## config.mk

```make
export PLATFORM = sky130hd
export DESIGN_NAME = mult_accumulator_flat
export DESIGN_NICKNAME = d
export VERILOG_FILES = /design/src/rtl/mult_accumulator_if.sv /design/src/rtl/mult_accumulator.sv /design/src/flat_wrapper.sv
export SDC_FILE = /design/constraint.sdc
export NUM_CORES = 1
export LEC_CHECK = 0
export BUFFER_PORTS_ARGS = -buffer_cell sky130_fd_sc_hd__buf_2
export CAP_MARGIN = 20
export CORE_MARGIN = 1
export CORE_UTILIZATION = 30
export DETAILED_ROUTE_END_ITERATION = 8
export GPL_TIMING_DRIVEN = 0
export PLACE_DENSITY = 0.56
export SETUP_SLACK_MARGIN = 0.1
export SYNTH_ARGS = -nofsm -noshare
export SYNTH_HDL_FRONTEND = slang
export SYNTH_SLANG_ARGS = --single-unit
```

## constraint.sdc

```tcl
create_clock -name clk -period 5.1 [get_ports clk]
set_clock_uncertainty 0.1 [all_clocks]
set_input_delay 0.51 -clock clk [delete_from_list [all_inputs] [get_ports clk]]
set_output_delay 0.51 -clock clk [all_outputs]
set_load 0.005 [all_outputs]
```

## src/rtl/mult_accumulator_if.sv

```systemverilog
// Product-in / result-out stream bundle for the multiplier-downstream accumulator.
// The slave side is the accumulator; the master side feeds products and drains results.
interface mult_accumulator_if #(
   parameter int N     = 3,
   parameter int LEN   = 4,
   parameter int ACC_W = 2*N + $clog2(LEN),
   parameter int CNT_W = $clog2(LEN+1)
);
   logic             prod_valid;
   logic             prod_ready;
   logic [2*N-1:0]   prod;
   logic             prod_last;
   logic             acc_valid;
   logic             acc_ready;
   logic [ACC_W-1:0] acc_data;
   logic [CNT_W-1:0] acc_count;

   modport slave (
      input  prod_valid, prod, prod_last, acc_ready,
      output prod_ready, acc_valid, acc_data, acc_count
   );

   modport master (
      output prod_valid, prod, prod_last, acc_ready,
      input  prod_ready, acc_valid, acc_data, acc_count
   );
endinterface

```

## src/rtl/mult_accumulator.sv

```systemverilog
// Sums 2N-bit unsigned products into dot-product results of up to LEN terms,
// closing on the LEN-th term or on prod_last, and holds each result until accepted.
module mult_accumulator #(
   parameter int N     = 3,
   parameter int LEN   = 4,
   parameter int ACC_W = 2*N + $clog2(LEN),
   parameter int CNT_W = $clog2(LEN+1)
) (
   input  logic                 clk,
   input  logic                 rst,
   mult_accumulator_if.slave    bus
);

   typedef enum logic [0:0] {
      ACCUM = 1'b0,
      DONE  = 1'b1
   } state_t;

   state_t           state_reg, state_next;
   logic [ACC_W-1:0] sum_reg, sum_next;
   logic [CNT_W-1:0] cnt_reg, cnt_next;
   logic [ACC_W-1:0] acc_data_reg, acc_data_next;
   logic [CNT_W-1:0] acc_count_reg, acc_count_next;

   logic             prod_hs;
   logic             close_term;
   logic [ACC_W-1:0] term_sum;

   // Handshake flags decode only from the state register, so nothing combinational
   // reaches an output from an input.
   assign bus.prod_ready = (state_reg == ACCUM);
   assign bus.acc_valid  = (state_reg == DONE);
   assign bus.acc_data   = acc_data_reg;
   assign bus.acc_count  = acc_count_reg;

   assign prod_hs    = bus.prod_valid && (state_reg == ACCUM);
   assign close_term = bus.prod_last || (cnt_reg == CNT_W'(LEN - 1));
   // The first term loads rather than adds, so no stale sum leaks into a new result.
   assign term_sum   = (cnt_reg == '0) ? ACC_W'(bus.prod)
                                       : sum_reg + ACC_W'(bus.prod);

   always_comb begin
      state_next     = state_reg;
      sum_next       = sum_reg;
      cnt_next       = cnt_reg;
      acc_data_next  = acc_data_reg;
      acc_count_next = acc_count_reg;
      case (state_reg)
         ACCUM: begin
            if (prod_hs) begin
               if (close_term) begin
                  acc_data_next  = term_sum;
                  acc_count_next = cnt_reg + CNT_W'(1);
                  sum_next       = '0;
                  cnt_next       = '0;
                  state_next     = DONE;
               end else begin
                  sum_next = term_sum;
                  cnt_next = cnt_reg + CNT_W'(1);
               end
            end
         end
         DONE: begin
            if (bus.acc_ready) begin
               state_next = ACCUM;
            end
         end
         default: state_next = ACCUM;
      endcase
   end

   always_ff @(posedge clk) begin
      if (rst) begin
         state_reg     <= ACCUM;
         sum_reg       <= '0;
         cnt_reg       <= '0;
         acc_data_reg  <= '0;
         acc_count_reg <= '0;
      end else begin
         state_reg     <= state_next;
         sum_reg       <= sum_next;
         cnt_reg       <= cnt_next;
         acc_data_reg  <= acc_data_next;
         acc_count_reg <= acc_count_next;
      end
   end

endmodule

```

## src/flat_wrapper.sv

```systemverilog
// flat-port wrapper written by rule: the top's interface ports become plain ports
module mult_accumulator_flat 
#(
   parameter int N     = 3,
   parameter int LEN   = 4,
   parameter int ACC_W = 2*N + $clog2(LEN),
   parameter int CNT_W = $clog2(LEN+1)
)
  (clk, rst, bus_prod_valid, bus_prod, bus_prod_last, bus_acc_ready, bus_prod_ready, bus_acc_valid, bus_acc_data, bus_acc_count);
  mult_accumulator_if #(.N(N), .LEN(LEN), .ACC_W(ACC_W), .CNT_W(CNT_W)) bus_i ();
  input  logic clk;
  input  logic rst;
  input wire logic [$bits(bus_i.prod_valid)-1:0] bus_prod_valid;
  input wire logic [$bits(bus_i.prod)-1:0] bus_prod;
  input wire logic [$bits(bus_i.prod_last)-1:0] bus_prod_last;
  input wire logic [$bits(bus_i.acc_ready)-1:0] bus_acc_ready;
  output wire logic [$bits(bus_i.prod_ready)-1:0] bus_prod_ready;
  output wire logic [$bits(bus_i.acc_valid)-1:0] bus_acc_valid;
  output wire logic [$bits(bus_i.acc_data)-1:0] bus_acc_data;
  output wire logic [$bits(bus_i.acc_count)-1:0] bus_acc_count;
  assign bus_i.prod_valid = bus_prod_valid;
  assign bus_i.prod = bus_prod;
  assign bus_i.prod_last = bus_prod_last;
  assign bus_i.acc_ready = bus_acc_ready;
  assign bus_prod_ready = bus_i.prod_ready;
  assign bus_acc_valid = bus_i.acc_valid;
  assign bus_acc_data = bus_i.acc_data;
  assign bus_acc_count = bus_i.acc_count;
  mult_accumulator #(.N(N), .LEN(LEN), .ACC_W(ACC_W), .CNT_W(CNT_W)) u_core (.clk(clk), .rst(rst), .bus(bus_i));
endmodule
```

==> out/results.ini, run 1 <==
[status]
outcome=finished, final reports clean

[clock_tree]
post_cts_buffers=0
cts_root_buf=clkbuf_8
cts_htree_levels=1
path_clk_slew_ns=0.09
post_cts_resized=0
cts_num_sinks=23
cts_buffer_depth=2
clk_latency_ns=0.27
cts_tree=built
hold_buffers=0
cts_buffers=3

[route]
viasPerCell=5.13
via_count=1149
drc=0
drt-initial-drc-count=71
wirelength_mm=2.99
dr.pass1.iters=4
post_drt_wl_per_cell_um=13.4
drtAntennaViolNets=0

[critical_path]
worstSetupEndpointType=register
path_max_fanout=9
slowest_delay_ns=0.81
cpMaxStageDelayCell=nor4b_2
cpLargestDelayFamily=simple AND/OR/NAND/NOR gates
worstSetupStartpointType=register
worstSetupStartpoint=u_core.cnt_reg[0]
cp.arrival_ns=2.41
cp_num_buf_inv=0
r2r_start=u_core.cnt_reg[0]
path_depth=7
cp_cell_sequence=ha_1 -> ha_1 -> nor4b_2 -> nand2_2 -> nor3b_1 -> a22oi_1 -> a21oi_1
cp_data_required_time_ns=5.20
path_class=register to register
crit_top_cell=ha_1
reg2reg_depth=7

[min_path]
hold_class=register to register
min_from=u_core.bus.acc_data[1]
min_path_cells=2

[die]
die_x_um=67.1
top_level_ports=24
start_util=0.316
placementRows=23
coreArea_mm2=0.00403
die_h_um=67.1
die_area_mm2=0.00450

[logic_synthesis]
ys_warn_count=0
ys_seq_area_frac=0.362
synth-edff-count=0
synth_cells=148
synth_cell_type_count=44
synth_fp_nets=169
synthesis.area_mm2=0.00127
ys.flop_type=dfxtp_1
syn_area_per_cell_um2=8.59
ys_async_sr_fraction=0
ys_seq_elements=23

[cells_and_area]
diodes=0
final_cell_mix=buf_2, dfxtp_1, nor2_1
drive_above_1_share=0.184
fin_area_mm2=0.00149
area_growth_pct=17.4
fin_nets=196

[sta]
rsz0062_at_grt=no
timing.final.ws_setup_ns=2.79
relSlewSlack=0.397
fmax_mhz=432
maxSlewViolCount=0
hold_viol=0
finalSetupTns_ns=0
setup_viol=0
fin_crit_sh=0.454
hold_slack_ns=0.364
fin_crit_ns=2.31
tightest_slew_ns=0.901

[job]
cap_viol_max_count=0

[grt]
antenna_found_initial=0
gr-total-overflow=0
track_usage=0.151
grt_pass1_vias=1070
grt_max_degree=15
grt_first_pass_wirelength_mm=5.08

[place]
globalplace.congestion=0.802
dpl-instance-area_mm2=0.00144
hpwl_mm=2.24
place_ws_ns=2.73
port_buffers=22

[pwr]
power.density_mw_per_mm2=252
leakage_nw=0.617
ir_worst_vdd_v=0.000144

cell type report:
type	count	area [µm²]
tap	50	62.6
sequential	23	460
timing repair buffer	22	110
clock inverter	1	7.51
multi-input combinational	110	752
fill	435	2540
inverter	8	30.0
clock buffer	3	41.3
buffer	7	28.8
layer usage:
| metal | track usage | up-vias | wire [µm] |
|---|---|---|---|
| met4 | 0.0186 | 0 | 10 |
| met3 | 0.0479 | 2 | 171 |
| met2 | 0.240 | 35 | 1430 |
| met1 | 0.201 | 537 | 1380 |
| li1 | - | 575 | - |
| met5 | 0 | - | 0 |
cells in the mapped netlist (2+ instances only):
cell	count	area, µm²
dfxtp_1	23	460
nor3b_1	2	15.0
xor2_1	2	17.5
o211ai_1	2	15.0
nand2_1	11	41.3
o21ai_0	4	20.0
nand2b_1	3	18.8
clkbuf_1	4	15.0
a22oi_1	5	37.5
nand3b_1	4	30.0
nor2b_1	2	12.5
a21o_1	2	15.0
ha_1	9	113
a21oi_1	11	55.1
a211oi_1	6	45.0
inv_1	8	30.0
mux2i_1	4	40.0
nor2_1	18	67.6
nor3_1	2	10.0
o21a_1	2	15.0
power by group:
group	total [mW]	switching [mW]	leakage, nW	internal (mW)
Clock	0.116	0.0609	0.0217	0.0553
Combinational	0.0671	0.0394	0.408	0.0277
Sequential	0.192	0.00476	0.188	0.188
Total	0.376	0.105	0.617	0.270
cell families after synthesis:
kind of cell / Yosys count / synth area share
compound gates: 39 / 0.205
flops: 23 / 0.362
fa+ha+maj: 10 / 0.104
xor+xnor: 3 / 0.0207
simple gates: 54 / 0.230
buf+inv: 15 / 0.0462
mux: 4 / 0.0315
path summary, 6_finish.rpt:
path	slack, ns	endpoint
worst min-delay path	0.36	u_core.bus.acc_data[1]
worst max register to register	2.79	u_core.sum_reg[6]
worst min register to register	0.36	u_core.bus.acc_data[1]
worst max-delay path	2.79	u_core.sum_reg[6]
per-stage QoR:
stage	power [mW]	util	std cells
2_1_floorplan	0.241	-	148
3_3_place_gp	0.261	0.358	220
3_5_place_dp	0.264	0.358	220
4_1_cts	0.380	0.370	224
5_1_grt	0.401	0.370	224
6_report	0.376	0.370	224
worst min-delay path: stages (launching register included):
cell	delay (ns)
dfxtp_1	0.32
nand2_1	0.05
a21oi_1	0.05
Note: power is estimated with default switching activity, not from simulation.
==> run 2, diff against run 1 <==
--- a/config.mk
+++ b/config.mk
@@ -11,7 +11,7 @@
 export CORE_UTILIZATION = 30
 export DETAILED_ROUTE_END_ITERATION = 8
 export GPL_TIMING_DRIVEN = 0
-export PLACE_DENSITY = 0.56
+export PLACE_DENSITY = 0.58
 export SETUP_SLACK_MARGIN = 0.1
 export SYNTH_ARGS = -nofsm -noshare
 export SYNTH_HDL_FRONTEND = slang
==> constraint.sdc (replaced) <==
create_clock -name clk -period 1.9 [get_ports clk]
set_clock_uncertainty 0.1 [all_clocks]
set_input_delay 0.19 -clock clk [delete_from_list [all_inputs] [get_ports clk]]
set_output_delay 0.19 -clock clk [all_outputs]
set_load 0.005 [all_outputs]
==> run 2 against run 1 <==
  * Critical path depth rose by 1
  * Sequential share of layout area fell by 3.8 points
  * Maximum frequency increased by 25%
  * Combinational power rose to 3.5 times the previous value
  * Global-route usage is 0.31 points higher
  * Largest power group unchanged
  * Clock power increased to 2.7 times the previous value
  * Power rose to 2.8 times the previous value
==> out/results.ini, run 2 (same netlist as run 1, synthesis figures left out) <==
[status]
outcome=finished, final reports clean

[die]
coreArea_mm2=0.00403  ; unchanged
die_area_mm2=0.00450  ; unchanged
start_util=0.316  ; unchanged
die_h_um=67.1  ; unchanged
die_x_um=67.1  ; unchanged
top_level_ports=24  ; unchanged
placementRows=23  ; unchanged

[critical_path]
reg2reg_depth=8  ; +1
cp_data_required_time_ns=2.02  ; -3.18 ns
worstSetupEndpointType=register
worstSetupStartpointType=register
path_class=register to register
cp.arrival_ns=1.97  ; -0.44 ns
path_max_fanout=3  ; -6

[route]
wirelength_mm=3.27  ; +9.3%
post_drt_wl_per_cell_um=14.0  ; +5.1%
dr.pass1.iters=4  ; unchanged
drt-initial-drc-count=45  ; -37%
drc=0  ; unchanged
via_count=1182  ; +2.9%
drtAntennaViolNets=0  ; unchanged
viasPerCell=5.07  ; -1.1%

[grt]
track_usage=0.154  ; +0.00315
antenna_found_initial=0  ; unchanged
gr-total-overflow=0  ; unchanged
grt_pass1_vias=1152  ; +7.7%
grt_max_degree=14  ; -1
grt_first_pass_wirelength_mm=5.24  ; +3.3%

[cells_and_area]
fin_util=0.431  ; +0.0609
fin_nets=205  ; +4.6%
area_growth_pct=36.7
drive_above_1_share=0.361  ; +0.177
final_cell_mix=buf_2, dfxtp_1, nor2_1
diodes=0  ; unchanged
stdcell_count=233  ; +4.0%
final_common_cell=buf_2

[pwr]
power_frac_seq=0.489  ; -0.023
p_int_uw=759  ; +180%
pwr-share-comb=0.220  ; +0.041
ir_worst_vdd_v=0.000600  ; +320%
p_switching_uw=303  ; +190%
switching_share=0.285  ; +0.00536
leakage_nw=0.688  ; +11%
pwr-share-clk=0.291  ; -0.018
power.density_mw_per_mm2=611  ; +140%

[sta]
maxSlewViolCount=0  ; unchanged
relSlewSlack=0.652  ; +0.254
hold_slack_ns=0.0827  ; -0.282 ns
hold_viol=0  ; unchanged
rsz0062_at_grt=yes
tightest_slew_ns=0.522  ; -0.379 ns
fmax_mhz=541  ; +25%
setup_viol=0  ; unchanged
fin_crit_sh=0.972  ; +0.519
timing.final.ws_setup_ns=0.0523  ; -2.73 ns
finalSetupTns_ns=0  ; unchanged
fin_crit_ns=1.85  ; -0.467 ns

[min_path]
hold_class=input pin to register
min_path_cells=3  ; +1

[clock_tree]
cts_root_buf=clkbuf_8
cts_buffers=3  ; unchanged
cts_htree_levels=1  ; unchanged
cts_tree=built
cts_buffer_depth=2  ; unchanged
clk_latency_ns=0.27  ; about the same
path_clk_slew_ns=0.08  ; about the same
cts_num_sinks=23  ; unchanged

[place]
globalplace.congestion=0.823  ; +2.6%
place_ws_ns=-0.206  ; -2.94 ns
port_buffers=22  ; unchanged
dp.cells=220  ; unchanged
hpwl_mm=2.33  ; +4.1%

[job]
cap_viol_max_count=0  ; unchanged

## run 2: power by group through the flow
stage                     sequential, mW  clock, mW  combinational [mW]
after detailed placement           0.530          0               0.185
final                              0.520      0.309               0.233
after global placement             0.528          0               0.181
after global routing               0.522      0.343               0.259
after floorplan                    0.529          0               0.123
after CTS                          0.519      0.312               0.206
## run 2: metal layers
| layer | vias up | part of all wire | global-route usage |
|---|---|---|---|
| met5 | - | 0 | 0 |
| met4 | 0 | 0.0049 | 0.0213 |
| met3 | 2 | 0.035 | 0.0428 |
| met2 | 20 | 0.48 | 0.273 |
| met1 | 571 | 0.48 | 0.185 |
| li1 | 589 | - | - |
## run 2: area by class of cell
| cell class | count | area, µm² |
|---|---|---|
| clock inverters | 1 | 5.00 |
| inverters | 8 | 30.0 |
| fillers | 409 | 2290 |
| multi-input cells | 110 | 905 |
| repair buffers | 31 | 181 |
| well taps | 50 | 62.6 |
| flip-flops and latches | 23 | 469 |
| clock buffers | 3 | 41.3 |
| plain buffers | 7 | 43.8 |
## run 2: critical path, cell delays in order, from the launching register on
cell      delay, ns
dfxtp_4        0.38
ha_4           0.14
ha_4           0.15
nor2_4         0.05
or2_1          0.22
clkbuf_8       0.13
or4_1          0.40
a21oi_1        0.12
a311o_2        0.11
## run 2: what timing repair did
action / 4_1_cts / 5_1_grt
hold buffers: 0 / 0
pin swaps: 12 / 9
setup buffers: 8 / 1
gates resized for setup: 9 / 22
setup endpoints to repair: 17 / 18
## run 2: path summary, 6_finish.rpt
path	startpoint	slack, ns	to
min	bus_acc_ready	0.08	u_core.bus.acc_valid
max reg2reg	u_core.cnt_reg[0]	0.05	u_core.bus.acc_data[6]
min reg2reg	u_core.bus.acc_data[1]	0.36	u_core.bus.acc_data[1]
max	u_core.cnt_reg[0]	0.05	u_core.bus.acc_data[6]
## run 2: metrics by stage
stage	power (mW)	instance area (µm²)
finish	1.06	1740
global route	1.12	1740
CTS	1.04	1640
detailed placement	0.714	1490
global placement	0.709	1490
floorplan	0.651	1320
